==> config.mk <==
export PLATFORM = sky130hd
export DESIGN_NAME = pc_sequencer
export DESIGN_NICKNAME = d
export VERILOG_FILES = /design/src/rtl/pc_sequencer.sv
export SDC_FILE = /design/constraint.sdc
export NUM_CORES = 1
export LEC_CHECK = 0
export BUFFER_PORTS_ARGS = -buffer_cell sky130_fd_sc_hd__buf_4
export CAP_MARGIN = 5
export CORE_MARGIN = 2
export CORE_UTILIZATION = 50
export CTS_BUF_LIST = sky130_fd_sc_hd__clkbuf_4 sky130_fd_sc_hd__clkbuf_8 sky130_fd_sc_hd__clkbuf_16
export DETAILED_ROUTE_END_ITERATION = 7
export PLACE_DENSITY = 0.83
export SETUP_SLACK_MARGIN = 0.02
export SLEW_MARGIN = 20
export SYNTH_ARGS = -nofsm -noshare
export SYNTH_HDL_FRONTEND = slang
export SYNTH_SLANG_ARGS = --single-unit
==> constraint.sdc <==
create_clock -name clock -period 5.4 [get_ports clock]
set_input_delay 0.54 -clock clock [delete_from_list [all_inputs] [get_ports clock]]
set_output_delay 0.54 -clock clock [all_outputs]
set_load 0.01 [all_outputs]
==> src/rtl/pc_sequencer.sv <==
// PC owner and fetch/decode/update sequencer with req/ack instruction fetch and JAL link write.
// Optional TRAP_SEL_EN: conflicting jr/jump/jal selects vector to TRAP_PC and pulse trap.
module pc_sequencer #(
    parameter logic [31:0] RESET_PC = 32'h0000_0000,
    parameter logic [31:0] TRAP_PC  = 32'h0000_0080,
    parameter int unsigned CNT_W    = 32
) (
    input  logic             clock,
    input  logic             reset,
    output logic             imem_req,
    output logic [31:0]      imem_addr,
    input  logic             imem_ack,
    input  logic             ctl_valid,
    input  logic             stall,
    input  logic             jump,
    input  logic             jal,
    input  logic             jr,
    input  logic             branch,
    input  logic             br_cond,
    input  logic [25:0]      jump_target,
    input  logic [31:0]      jr_target,
    input  logic [15:0]      br_offset,
    output logic [31:0]      pc,
    output logic             link_we,
    output logic [31:0]      link_addr,
    output logic [CNT_W-1:0] instr_count,
    output logic             trap
);

    typedef enum logic [1:0] {
        S_FETCH,
        S_DECODE,
        S_UPDATE
    } state_t;

    state_t           r_state;
    state_t           w_state_nxt;
    logic [31:0]      r_pc;
    logic [31:0]      r_next_pc;
    logic [31:0]      r_link_addr;
    logic             r_req;
    logic             r_link_we;
    logic             r_trap;
    logic [CNT_W-1:0] r_count;

    logic [31:0]      w_p1;
    logic [31:0]      w_br_tgt;
    logic [31:0]      w_j_tgt;
    logic [31:0]      w_target;
    logic             w_conflict;
    logic             w_accept;

    assign w_p1     = r_pc + 32'd1;
    assign w_br_tgt = w_p1 + {{16{br_offset[15]}}, br_offset};
    assign w_j_tgt  = {w_p1[31:26], jump_target};
    assign w_accept = (r_state == S_DECODE) && ctl_valid && !stall;

`ifdef TRAP_SEL_EN
    logic [1:0] w_nsel;
    assign w_nsel     = {1'b0, jr} + {1'b0, jump} + {1'b0, jal};
    assign w_conflict = (w_nsel >= 2'd2);
`else
    assign w_conflict = 1'b0;
`endif

    // Fixed priority: trap vector, jr, jump/jal, taken branch, sequential.
    always_comb begin
        w_target = w_p1;
        if (w_conflict)
            w_target = TRAP_PC;
        else if (jr)
            w_target = jr_target;
        else if (jump || jal)
            w_target = w_j_tgt;
        else if (branch && br_cond)
            w_target = w_br_tgt;
    end

    always_comb begin
        w_state_nxt = r_state;
        unique case (r_state)
            S_FETCH:  if (r_req && imem_ack) w_state_nxt = S_DECODE;
            S_DECODE: if (w_accept)          w_state_nxt = S_UPDATE;
            S_UPDATE:                        w_state_nxt = S_FETCH;
            default:                         w_state_nxt = S_FETCH;
        endcase
    end

    always_ff @(posedge clock) begin
        if (!reset)
            r_state <= S_FETCH;
        else
            r_state <= w_state_nxt;
    end

    always_ff @(posedge clock) begin
        if (!reset) begin
            r_pc        <= RESET_PC;
            r_next_pc   <= RESET_PC;
            r_link_addr <= '0;
            r_req       <= 1'b0;
            r_link_we   <= 1'b0;
            r_trap      <= 1'b0;
            r_count     <= '0;
        end else begin
            unique case (r_state)
                S_FETCH: begin
                    // req comes up on the first FETCH cycle after reset; UPDATE pre-arms it otherwise.
                    if (!r_req)
                        r_req <= 1'b1;
                    else if (imem_ack)
                        r_req <= 1'b0;
                end
                S_DECODE: begin
                    if (w_accept) begin
                        r_next_pc   <= w_target;
                        r_link_addr <= w_p1;
                        r_link_we   <= jal && !w_conflict;
                        r_trap      <= w_conflict;
                    end
                end
                S_UPDATE: begin
                    r_pc      <= r_next_pc;
                    r_count   <= r_count + CNT_W'(1);
                    r_link_we <= 1'b0;
                    r_trap    <= 1'b0;
                    r_req     <= 1'b1;
                end
                default: ;
            endcase
        end
    end

    assign imem_req    = r_req;
    assign imem_addr   = r_pc;
    assign pc          = r_pc;
    assign link_we     = r_link_we;
    assign link_addr   = r_link_addr;
    assign instr_count = r_count;
    assign trap        = r_trap;

endmodule

Word-level counts from Yosys, hierarchy flattened
Cells that the tools add are included.
{ "totals": {"wordCells": 40, "in_bits": 84, "register_bits": 133} }
{ "classes": {"eq_ne": 4, "n_addsub": 3, "mux": 13, "reduce_logical": 12} }
{ "ops": {"columns": ["operator", "n"], "rows": [
  ["32-bit two-way mux", 3],
  ["32-bit by 1-bit adder with 32-bit output, second input constant", 2],
  ["32-bit adder", 1],
  ["1-bit one-hot mux with 2 select lines", 3],
  ["2-bit AND reduction", 3],
  ["1-bit logical AND", 4],
  ["1-bit two-way mux", 4],
  ["2-bit two-way mux", 2],
  ["2-bit != test, second input constant", 2],
  ["2-bit one-hot mux with 2 select lines", 1],
  ["2-bit nonzero test", 2],
  ["2-bit by 1-bit equality test with 1-bit output, second input constant", 1],
  ["2-bit equality test, second input constant", 1],
  ["2-bit logical NOT", 1],
  ["1-bit logical NOT", 1],
  ["1-bit logical OR", 1]
]} }

Longest topological paths before layout
Gate-level depths: netlist of the first run.
{ "logic_depth": {"word_depth": 5, "ltp_mapped": 16, "mapped_depth_nobuf": 15} }

Worst setup path before layout of the first run
OpenSTA, ideal clock, no wires.
{ "synth_path": {"path_kind": "reg2reg", "startpoint": "reg r_pc[0], in the netlist imem_addr[0]", "endpoint": "reg r_next_pc[31]", "slack_ps": 1543, "path_stages_with_launch": 16, "arrival_ps": 3799, "period_less_slack_ps": 3857, "path_cell_list": "dfxtp_1 -> ha_1 -> nand3_1 -> or3_1 -> nor3_1 -> nand2_1 -> xnor2_1 -> ha_1 -> clkbuf_1 -> a21o_1 -> a21o_1 -> a21oi_1 -> o22ai_1 -> or4_1 -> mux2i_1 -> a211o_1"} }
{ "synth_between": {"elab_chain_len": 5} }
{ "synth_lines": {"columns": ["item", "line_no", "rtl"], "rows": [
  ["start, declared", "38", "logic [31:0] r_pc;"],
  ["start signal, assigned", "123", "r_pc <= r_next_pc;"],
  ["32-bit by 1-bit adder with 32-bit output", "53", "assign w_p1 = r_pc + 32'd1;"],
  ["net w_p1[20]", "46", "logic [31:0] w_p1;"],
  ["32-bit adder", "54", "assign w_br_tgt = w_p1 + {{16{br_offset[15]}}, br_offset};"],
  ["32-bit two-way mux", "75", "else if (branch && br_cond)"],
  ["32-bit two-way mux", "73", "else if (jump || jal)"],
  ["32-bit two-way mux", "71", "else if (jr)"],
  ["end signal, assigned", "116", "r_next_pc <= w_target;"],
  ["end, declared", "39", "logic [31:0] r_next_pc;"]
]} }
The timed path passes the listed nets, and every way through them passes these cells.
A chain may end at the register's enable or synchronous reset.

Worst setup path after layout of the first run
{ "layout_path": {"startpoint": "reg r_pc[0], in the netlist imem_addr[0]", "endpoint": "reg r_next_pc[30]"} }
Same word-level chain as after synthesis.

==> results of run 1 <==
==> sequential cells by signal, indices dropped and copies added (netlist names) <==
name	cells
link_we	1
r_state	2
instr_count	32
imem_req	1
imem_addr	32
link_addr	32
r_next_pc	32
==> metal layers <==
metal  wire length, µm  share of wire [%]
met1             11300                 42
met2             12600                 46
met3              2160                8.0
met4              1030                3.8
met5                 0                  0
==> worst reg2reg max path: cells and delay by family, from the launching register on <==
family,cells,cell delay [ns]
AND/OR/NAND/NOR,7,2.25
AO/OA/AOI/OAI,3,0.82
adder cells (fa/ha/maj),2,0.68
flip-flops,1,0.47
XOR/XNOR,1,0.28
buffers and inverters,1,0.09
==> cell usage after synthesis (4+ instances only) <==
master / instances
nand2_1: 140
o211ai_1: 18
a311oi_1: 4
o211a_1: 4
nor3_1: 36
and3_1: 12
o22ai_1: 5
ha_1: 40
nand3_1: 32
clkbuf_1: 54
a21oi_1: 107
a31oi_1: 6
o31ai_1: 5
and2_1: 12
buf_4: 33
a211o_1: 8
xor2_1: 30
or3_1: 15
o21ai_0: 51
a211oi_1: 34
nand4_1: 28
xnor2_1: 39
nor2b_1: 5
a221oi_1: 5
dfxtp_1: 132
o311ai_0: 5
or2_2: 4
nor2_1: 128
a21o_1: 15
mux2i_1: 8
inv_1: 32
==> how the worst max path moves through the flow <==
| stage | endpoint | slack, ns | startpoint |
|---|---|---|---|
| finish | r_next_pc[30]$_SDFFE_PN0P_ | 0.73 | imem_addr[0]$_SDFFE_PN0P_ |
| global route | r_next_pc[30]$_SDFFE_PN0P_ | 0.50 | imem_addr[0]$_SDFFE_PN0P_ |
| CTS | r_next_pc[31]$_SDFFE_PN0P_ | 0.84 | imem_addr[0]$_SDFFE_PN0P_ |
| detailed placement | r_next_pc[30]$_SDFFE_PN0P_ | 0.90 | imem_addr[0]$_SDFFE_PN0P_ |
| global placement | r_next_pc[30]$_SDFFE_PN0P_ | 1.04 | imem_addr[0]$_SDFFE_PN0P_ |
| floorplan | r_next_pc[31]$_SDFFE_PN0P_ | 1.54 | imem_addr[0]$_SDFFE_PN0P_ |
==> logic make-up (layout without fill, tap and decap cells) <==
| group | after synthesis | count (layout) | synth area share, % |
|---|---|---|---|
| compound gates | 289 | 289 | 21.9 |
| xor+xnor | 70 | 70 | 7.57 |
| fa+ha+maj | 41 | 41 | 6.24 |
| buf+inv | 123 | 286 | 7.11 |
| flops | 132 | 132 | 31.7 |
| mux | 8 | 8 | 0.960 |
| other cells | 1 | 1 | 0.0450 |
| simple gates | 437 | 437 | 24.5 |
==> cell type report <==
cell class	instances	area, µm²
Sequential cell	132	2640
Clock inverter	15	160
Multi-Input combinational cell	846	5110
Fill cell	1481	6060
Timing Repair Buffer	222	1670
Tap cell	220	275
Inverter	32	120
Clock buffer	17	425
==> power breakdown <==
group	total, mW	internal [mW]	switching, mW
logic	0.234	0.0994	0.134
clock network	1.16	0.654	0.504
registers	0.997	0.988	0.00880
==> stage by stage <==
stage	setup slack [ns]	area, µm²	util [%]
after floorplan	1.54	8340	-
after global placement	1.04	9820	59.6
after detailed placement	0.895	9820	59.6
after CTS	0.835	10400	63.2
after global routing	0.500	10400	63.2
final	0.730	10400	63.2
==> reports/results.txt, run 1 <==
Status = finished clean
Routed via count = 8,793
Post-synth EDFFs = 0
Nets@finish = 1,376
Worst-path cell chain = ha_1, nand3_1, or3_1, nor3_1, nand3_1, xor2_1, inv_1, ha_1, and3_1, or3b_2, o21ai_0, o211a_1, nor3_1, o31ai_1
Maximum root-to-sink buffer count = 2
Total wire length = 27,100 µm
Worst R2R Path Depth = 14
Met3 GRT Util = 5.48%
Avg Synthesized Cell Area = 7.58 µm²
Starting DRT DRC Count = 909
Mapped Nets = 1,226
Worst path required time = 5.74 ns
CP max stage cell = nor3_1
Resized Gates After CTS = 0
Cell count after placement = 1,452
Worst Hold Launch = jump_target[24]
Die area = 0.0177 mm²
Largest net degree at the start of global routing = 86
TritonRoute pass-1 iters = 7
Vias in the first global route = 8,217
Dominant cell type by area after synthesis = dfxtp_1
CTS H-tree lvls = 4
CTS clk-pin slew, worst paths = 0.06 ns
Top achievable clock speed = 0.214 GHz
Skew final = 0.00710 ns
Worst path buffer plus inverter count = 1
Commonest non-fill, non-tap cell in the layout = buf_4
Post-Syn Instances = 1,101
GR peak layer = met2
Crit share post-route = 86.5%
Design Power = 2.39 mW
Post-cts hold buffer count = 0
Slew HR = 41.6%
TritonCTS clock tree = done
Worst-Skew Late Latency = 0.43 ns
M2 GR Usage = 49.1%
Synthesized flop and latch total = 132
Final Hold Fails = 0
Min-Delay Endpoint = r_next_pc[24]$_SDFFE_PN0P_
Root buffer cell = clkbuf_16
RSZ-0062 raised after global routing = no
Post-CTS Setup Bufs = 0
Post-DRT Antenna Nets = 0
Number of buffers added on ports = 213
Max_cap viols = 0
Met1 usage = 38.9%
WP depth = 14
Boundary pin count = 215
# diodes = 0
Slew @ Worst Pin = 0.876 ns
Critical setup path kind = flop to flop
Ys Warns = 0
Setup TNS = 0 ns
Routed len/inst = 18.3 µm
Layout cells sized above 1 = 21.4%
Post-Syn Area = 0.00834 mm²
Vias per cell = 5.93
Crit. End Element = flop
GP Congestion = 0.973
Worst IR Drop VDD = 0.224 mV
Crit-path max FO = 8
Netlist cell types = 67
FP Rows = 47
Final Max Tran Viols = 0
RR Startpoint = imem_addr[0]$_SDFFE_PN0P_
PwrDens = 230 mW/mm²
Initial antenna violation count = 0
Reg2reg setup slack = 0.73 ns
Seq/Total Area, Yosys = 31.7%
Worst Path Arrival = 5.01 ns
Dpl hpwl = 19,300 µm
Final setup fails = 0
Max stage delay on crit path = 0.59 ns
Hold path depth = 3
Layout Cells excl Fill = 1,484
Ys flop type = dfxtp_1
Share of Yosys cell area claimed by the top area cell type = 31.7%
Die Ht = 133 µm
Period minus WS final = 4.67 ns
Core Region = 0.0165 mm²
Crit path launch type = flop
First-pass GRT wire length = 42,800 µm
All-Layer GR Usage = 30.1%
Hold Crit Class = input port to flop
# DRC = 0
Chip Width = 133 µm
Num CTS Buffers = 17
TritonCTS Sinks = 132
Post-synthesis async set-or-reset flop share = 0%
Initial Utilization = 50.7%
Largest cells by area after synthesis = dfxtp_1 32%, a21oi_1 6.4%, nand2_1 6.3%, ha_1 6.0%, nor2_1 5.8%
Most frequent cells in the layout = 222 x buf_4, 140 x nand2_1, 132 x dfxtp_1, 128 x nor2_1, 107 x a21oi_1
Area delta synth->final = 24.7%
Worst reg2reg path endpoint = r_next_pc[30]$_SDFFE_PN0P_
Largest delay contributor family on the critical path = simple AND/OR/NAND/NOR gates
Worst hold slack = 0.376 ns
Leakage = 4.51 nW
GRT overflow = 0
(Power assumes the default switching activity.)
==> run 2: changes to the inputs <==
CELL_PAD_IN_SITES_DETAIL_PLACEMENT = 1   (was default)
CELL_PAD_IN_SITES_GLOBAL_PLACEMENT = 2   (was default)
CORE_UTILIZATION = 31   (was 50)
CTS_BUF_LIST = sky130_fd_sc_hd__clkbuf_8   (was sky130_fd_sc_hd__clkbuf_4 sky130_fd_sc_hd__clkbuf_8 sky130_fd_sc_hd__clkbuf_16)
PLACE_DENSITY = 0.9   (was 0.83)
==> reports/results.txt, run 2 (synthesized netlist as in run 1, its figures left out) <==
Status = finished clean
Max_cap viols = 0
TritonCTS Sinks = 132
# diodes = 0
Core Region = 0.0267 mm²
Largest net degree at the start of global routing = 86
Top achievable clock speed = 0.212 GHz
Slew @ Worst Pin = 0.844 ns
Setup TNS = 0 ns
GRT overflow = 0
Final setup fails = 0
Most frequent cells in the layout = 222 x buf_4, 139 x nand2_1, 132 x dfxtp_1, 127 x nor2_1, 107 x a21oi_1
Design Power = 2.11 mW
Initial Utilization = 31.3%
Chip Width = 168 µm
Worst Path Arrival = 5.13 ns
Post-DRT Antenna Nets = 0
Final Hold Fails = 0
Worst-path cell chain = ha_1, nand3_1, or3_1, nor3_1, nand2_1, xnor2_1, ha_1, a21o_1, a21o_1, a21oi_1, o22ai_1, or4_1, mux2i_1, a211o_1
CP max stage cell = nor3_1
Die Ht = 168 µm
Slew HR = 43.5%
Root buffer cell = clkbuf_8
First-pass GRT wire length = 48,800 µm
Hold Crit Class = input port to flop
Worst-Skew Late Latency = 0.47 ns
Worst IR Drop VDD = 0.117 mV
Boundary pin count = 215
Crit-path max FO = 9
Leakage = 4.42 nW
Layout cells sized above 1 = 21.6%
Cell count after placement = 1,574
Skew final = 0.0162 ns
Routed len/inst = 19.6 µm
# DRC = 0
Max stage delay on crit path = 0.64 ns
Final Max Tran Viols = 0
Crit path launch type = flop
Routed via count = 8,624
Vias in the first global route = 8,638
Dpl hpwl = 22,800 µm
All-Layer GR Usage = 22.0%
Total wire length = 31,400 µm
Initial antenna violation count = 0
GP Congestion = 0.844
FP Rows = 60
Post-cts hold buffer count = 0
PwrDens = 203 mW/mm²
RSZ-0062 raised after global routing = no
Crit. End Element = flop
Commonest non-fill, non-tap cell in the layout = buf_4
TritonCTS clock tree = done
Resized Gates After CTS = 0
Nets@finish = 1,377
Starting DRT DRC Count = 485
Layout Cells excl Fill = 1,606
Vias per cell = 5.37
Number of buffers added on ports = 213
Num CTS Buffers = 17
Worst path required time = 5.81 ns
CTS clk-pin slew, worst paths = 0.09 ns
Area delta synth->final = 24.7%
Period minus WS final = 4.72 ns
Die area = 0.0282 mm²
Maximum root-to-sink buffer count = 2
CTS H-tree lvls = 4
Crit share post-route = 87.4%
Post-CTS Setup Bufs = 0
TritonRoute pass-1 iters = 5
Critical setup path kind = flop to flop
run 2: cell types whose count changed in the layout (fill, tap and decap cells not counted), sizes merged:
cell      before  now
clkinvlp       2    4
buf          222  223
clkinv         3    2
inv           41   40
run 2: critical path, delay by kind of cell (launching register included):
family / cells / cell delay, ns
DFF: 1 / 0.51
AOI/OAI and AO/OA: 5 / 1.02
muxes: 1 / 0.15
adders and majority gates: 2 / 0.62
xor gates and xnor gates: 1 / 0.27
and+or+nand+nor: 5 / 2.08
run 2: cell type report:
| type | count | area [µm²] |
|---|---|---|
| fill | 3292 | 16300 |
| multi-input combinational | 846 | 5120 |
| sequential | 132 | 2640 |
| timing repair buffer | 223 | 1690 |
| tap | 341 | 427 |
| clock buffer | 17 | 234 |
| clock inverter | 15 | 163 |
| inverter | 32 | 121 |
run 2: stage by stage:
stage,area [µm²],hold slack [ns],setup WS [ns],util (%)
2_1_floorplan,8340,0.429,1.54,-
3_3_place_gp,10000,0.437,0.927,37.5
3_5_place_dp,10000,0.446,0.747,37.5
4_1_cts,10400,0.322,0.649,39.0
5_1_grt,10400,0.332,0.263,39.0
6_report,10400,0.341,0.680,39.0
run 2: path summary, 6_finish.rpt:
check	from	cells past startpoint	end	slack, ns
worst max-delay path	imem_addr[0]$_SDFFE_PN0P_	14	r_next_pc[31]$_SDFFE_PN0P_	0.68
worst min-delay path	jr_target[14]	3	r_next_pc[14]$_SDFFE_PN0P_	0.34
worst max register to register	imem_addr[0]$_SDFFE_PN0P_	14	r_next_pc[31]$_SDFFE_PN0P_	0.68
worst min register to register	r_next_pc[16]$_SDFFE_PN0P_	2	imem_addr[16]$_SDFFE_PN0P_	0.45
run 2: power breakdown:
| part | internal, mW | switching, mW |
|---|---|---|
| clock | 0.385 | 0.487 |
| combinational | 0.101 | 0.142 |
| sequential | 0.987 | 0.00956 |
| total | 1.47 | 0.639 |
run 2: per-layer routing:
metal / up-vias / share of wire, % / GRT usage (%)
li1: 4173 / - / -
met1: 4213 / 45 / 28.7
met2: 201 / 49 / 37.7
met3: 37 / 4.1 / 3.57
met4: 0 / 1.9 / 5.97
met5: - / 0 / 0
==> run 3: changes to the inputs <==
ABC_AREA = 1   (was default)
CORE_UTILIZATION = 29   (was 31)
REMOVE_ABC_BUFFERS = 1   (was default)
==> reports/results.txt, run 3 <==
Status = finished clean
Nets@finish = 1,874
Post-CTS Setup Bufs = 0
Area delta synth->final = 22.6%
Crit share post-route = 77.1%
Final Hold Fails = 0
Worst IR Drop VDD = 0.153 mV
Crit-path max FO = 8
Vias per cell = 4.86
Worst Path Arrival = 4.49 ns
Setup WS pre-CTS = 1.33 ns
Core Region = 0.0325 mm²
Reg2reg setup slack = 1.24 ns
Period minus WS final = 4.16 ns
Slew HR = 34.3%
Resized Gates After CTS = 0
Worst path required time = 5.73 ns
Vias in the first global route = 10,800
Leakage = 5.69 nW
# diodes = 0
CP max stage cell = dfxtp_1
All-Layer GR Usage = 23.8%
Worst Slack Setup Final = 1.24 ns
Final Max Tran Viols = 0
Number of buffers added on ports = 213
Starting DRT DRC Count = 600
Worst path buffer plus inverter count = 2
Post-Syn Instances = 1,590
Routed via count = 10,700
Initial antenna violation count = 0
Post-DRT Antenna Nets = 0
Chip Width = 185 µm
Die area = 0.0343 mm²
Avg Synthesized Cell Area = 6.00 µm²
Num CTS Buffers = 17
Maximum root-to-sink buffer count = 2
Netlist cell types = 40
Initial Utilization = 29.4%
Max stage delay on crit path = 0.51 ns
Crit. End Element = flop
Skew final = 0.0133 ns
Max_cap viols = 0
Cell count after placement = 2,172
RSZ-0062 raised after global routing = no
Final setup fails = 0
Root buffer cell = clkbuf_8
CTS clk-pin slew, worst paths = 0.08 ns
GRT overflow = 0
TritonCTS clock tree = done
Die Ht = 185 µm
Fin area = 0.0117 mm²
CTS H-tree lvls = 4
# DRC = 0
Dominant cell type by area after synthesis = dfxtp_1
Worst-path cell chain = ha_1, nand2_1, nor2_1, nand2_1, xnor2_1, ha_1, nand2_1, inv_1, nand2_1, nand2_1, inv_1, nand3_1, nor2_1, nand3b_1, nand3_1, o21ai_0, nand2_1, nand2_1, a21oi_1
First-pass GRT wire length = 62,200 µm
Ys Warns = 0
Design Power = 2.17 mW
Commonest cells post-synth = 449 x nand2_1, 207 x inv_1, 206 x nor2_1
Critical setup path kind = flop to flop
Hold Crit Class = input port to flop
Boundary pin count = 215
Commonest non-fill, non-tap cell in the layout = nand2_1
Synthesized flop and latch total = 132
Largest net degree at the start of global routing = 76
Slew @ Worst Pin = 0.985 ns
Seq/Total Area, Yosys = 27.7%
RR Startpoint = imem_addr[0]$_SDFFE_PN0P_
Area post-placement = 0.0113 mm²
PwrDens = 185 mW/mm²
Layout cells sized above 1 = 16.6%
Most frequent cells in the layout = 449 x nand2_1, 222 x buf_4, 208 x inv_1, 205 x nor2_1, 132 x dfxtp_1
Largest delay contributor family on the critical path = simple AND/OR/NAND/NOR gates
Top achievable clock speed = 0.240 GHz
Worst-Skew Late Latency = 0.47 ns
Setup TNS = 0 ns
CP most frequent cell = nand2_1
FP Rows = 66
Post-Syn Area = 0.00954 mm²
Share of Yosys cell area claimed by the top area cell type = 27.7%
TritonRoute pass-1 iters = 5
Routed len/inst = 18.2 µm
Total wire length = 40,100 µm
TritonCTS Sinks = 132
Dpl hpwl = 31,700 µm
Post-synthesis async set-or-reset flop share = 0%
Post-cts hold buffer count = 0
Post-synth EDFFs = 0
Crit path launch type = flop
Largest cells by area after synthesis = dfxtp_1 28%, nand2_1 18%, inv_1 8.1%, nor2_1 8.1%, a21oi_1 5.8%
Ys flop type = dfxtp_1
Most common cell in the netlist = nand2_1
CP startpoint = imem_addr[0]$_SDFFE_PN0P_
Layout Cells excl Fill = 2,204
Worst Hold Launch = jr_target[1]
GP Congestion = 0.938
run 3: cell types whose count changed after synthesis, moves of 12 or more:
cell	delta
or3_1	-15
nand2_1	+309
o21ai_0	+51
inv_1	+175
nand3_1	+68
a211oi_1	-34
clkbuf_1	-12
a21o_1	-13
and3_1	-12
xnor2_1	-32
nor2_1	+78
run 3: final timing paths:
kind | end | depth (start not counted)
worst max-delay path | r_next_pc[9]$_SDFFE_PN0P_ | 19
worst min-delay path | r_next_pc[1]$_SDFFE_PN0P_ | 3
worst max register to register | r_next_pc[9]$_SDFFE_PN0P_ | 19
worst min register to register | r_next_pc[7]$_SDFFE_PN0P_ | 2
run 3: cell type report:
type / instances / area (µm²)
multi-input combinational: 1165 / 5680
fill: 4323 / 20800
inverter: 211 / 792
clock inverter: 12 / 88.8
sequential: 132 / 2640
clock buffer: 20 / 275
tap: 442 / 553
timing repair buffer: 222 / 1670
run 3: power breakdown:
group	leakage [nW]	internal, mW	switching (mW)
Sequential	1.07	0.991	0.0196
Clock	0.200	0.391	0.415
Combinational	4.43	0.133	0.216
Total	5.69	1.52	0.650
run 3: worst reg2reg max path, stage by stage (launching register included):
cell and delay, ns:
dfxtp_1 0.51, ha_1 0.37, nand2_1 0.09, nor2_1 0.42, nand2_1 0.23, xnor2_1 0.45, ha_1 0.38, nand2_1 0.16
inv_1 0.05, nand2_1 0.06, nand2_1 0.12, inv_1 0.09, nand3_1 0.23, nor2_1 0.14, nand3b_1 0.18, nand3_1 0.20
o21ai_0 0.14, nand2_1 0.07, nand2_1 0.08, a21oi_1 0.05
run 3: per-layer routing:
layer / vias up / track usage, % / wire (µm)
li1: 5317 / - / -
met1: 5104 / 31.3 / 18300
met2: 240 / 40.3 / 19000
met3: 41 / 3.56 / 1890
met4: 0 / 6.95 / 877
met5: - / 0 / 0
run 3: cells by family after synthesis:
kind of cell | count (synthesis) | share of synthesized area (%)
AND/OR/NAND/NOR | 852 | 37.7
buffers and inverters | 293 | 12.9
AO/OA/AOI/OAI | 239 | 13.3
flip-flops | 132 | 27.7
adder cells (fa/ha/maj) | 41 | 5.46
XOR/XNOR | 32 | 2.94
other | 1 | 0.0393
run 3: stage by stage:
step,hold slack (ns),util [%]
after detailed placement,0.456,34.9
final,0.360,36.0
after global routing,0.361,36.0
after floorplan,0.442,-
after global placement,0.450,34.9
after CTS,0.333,36.0
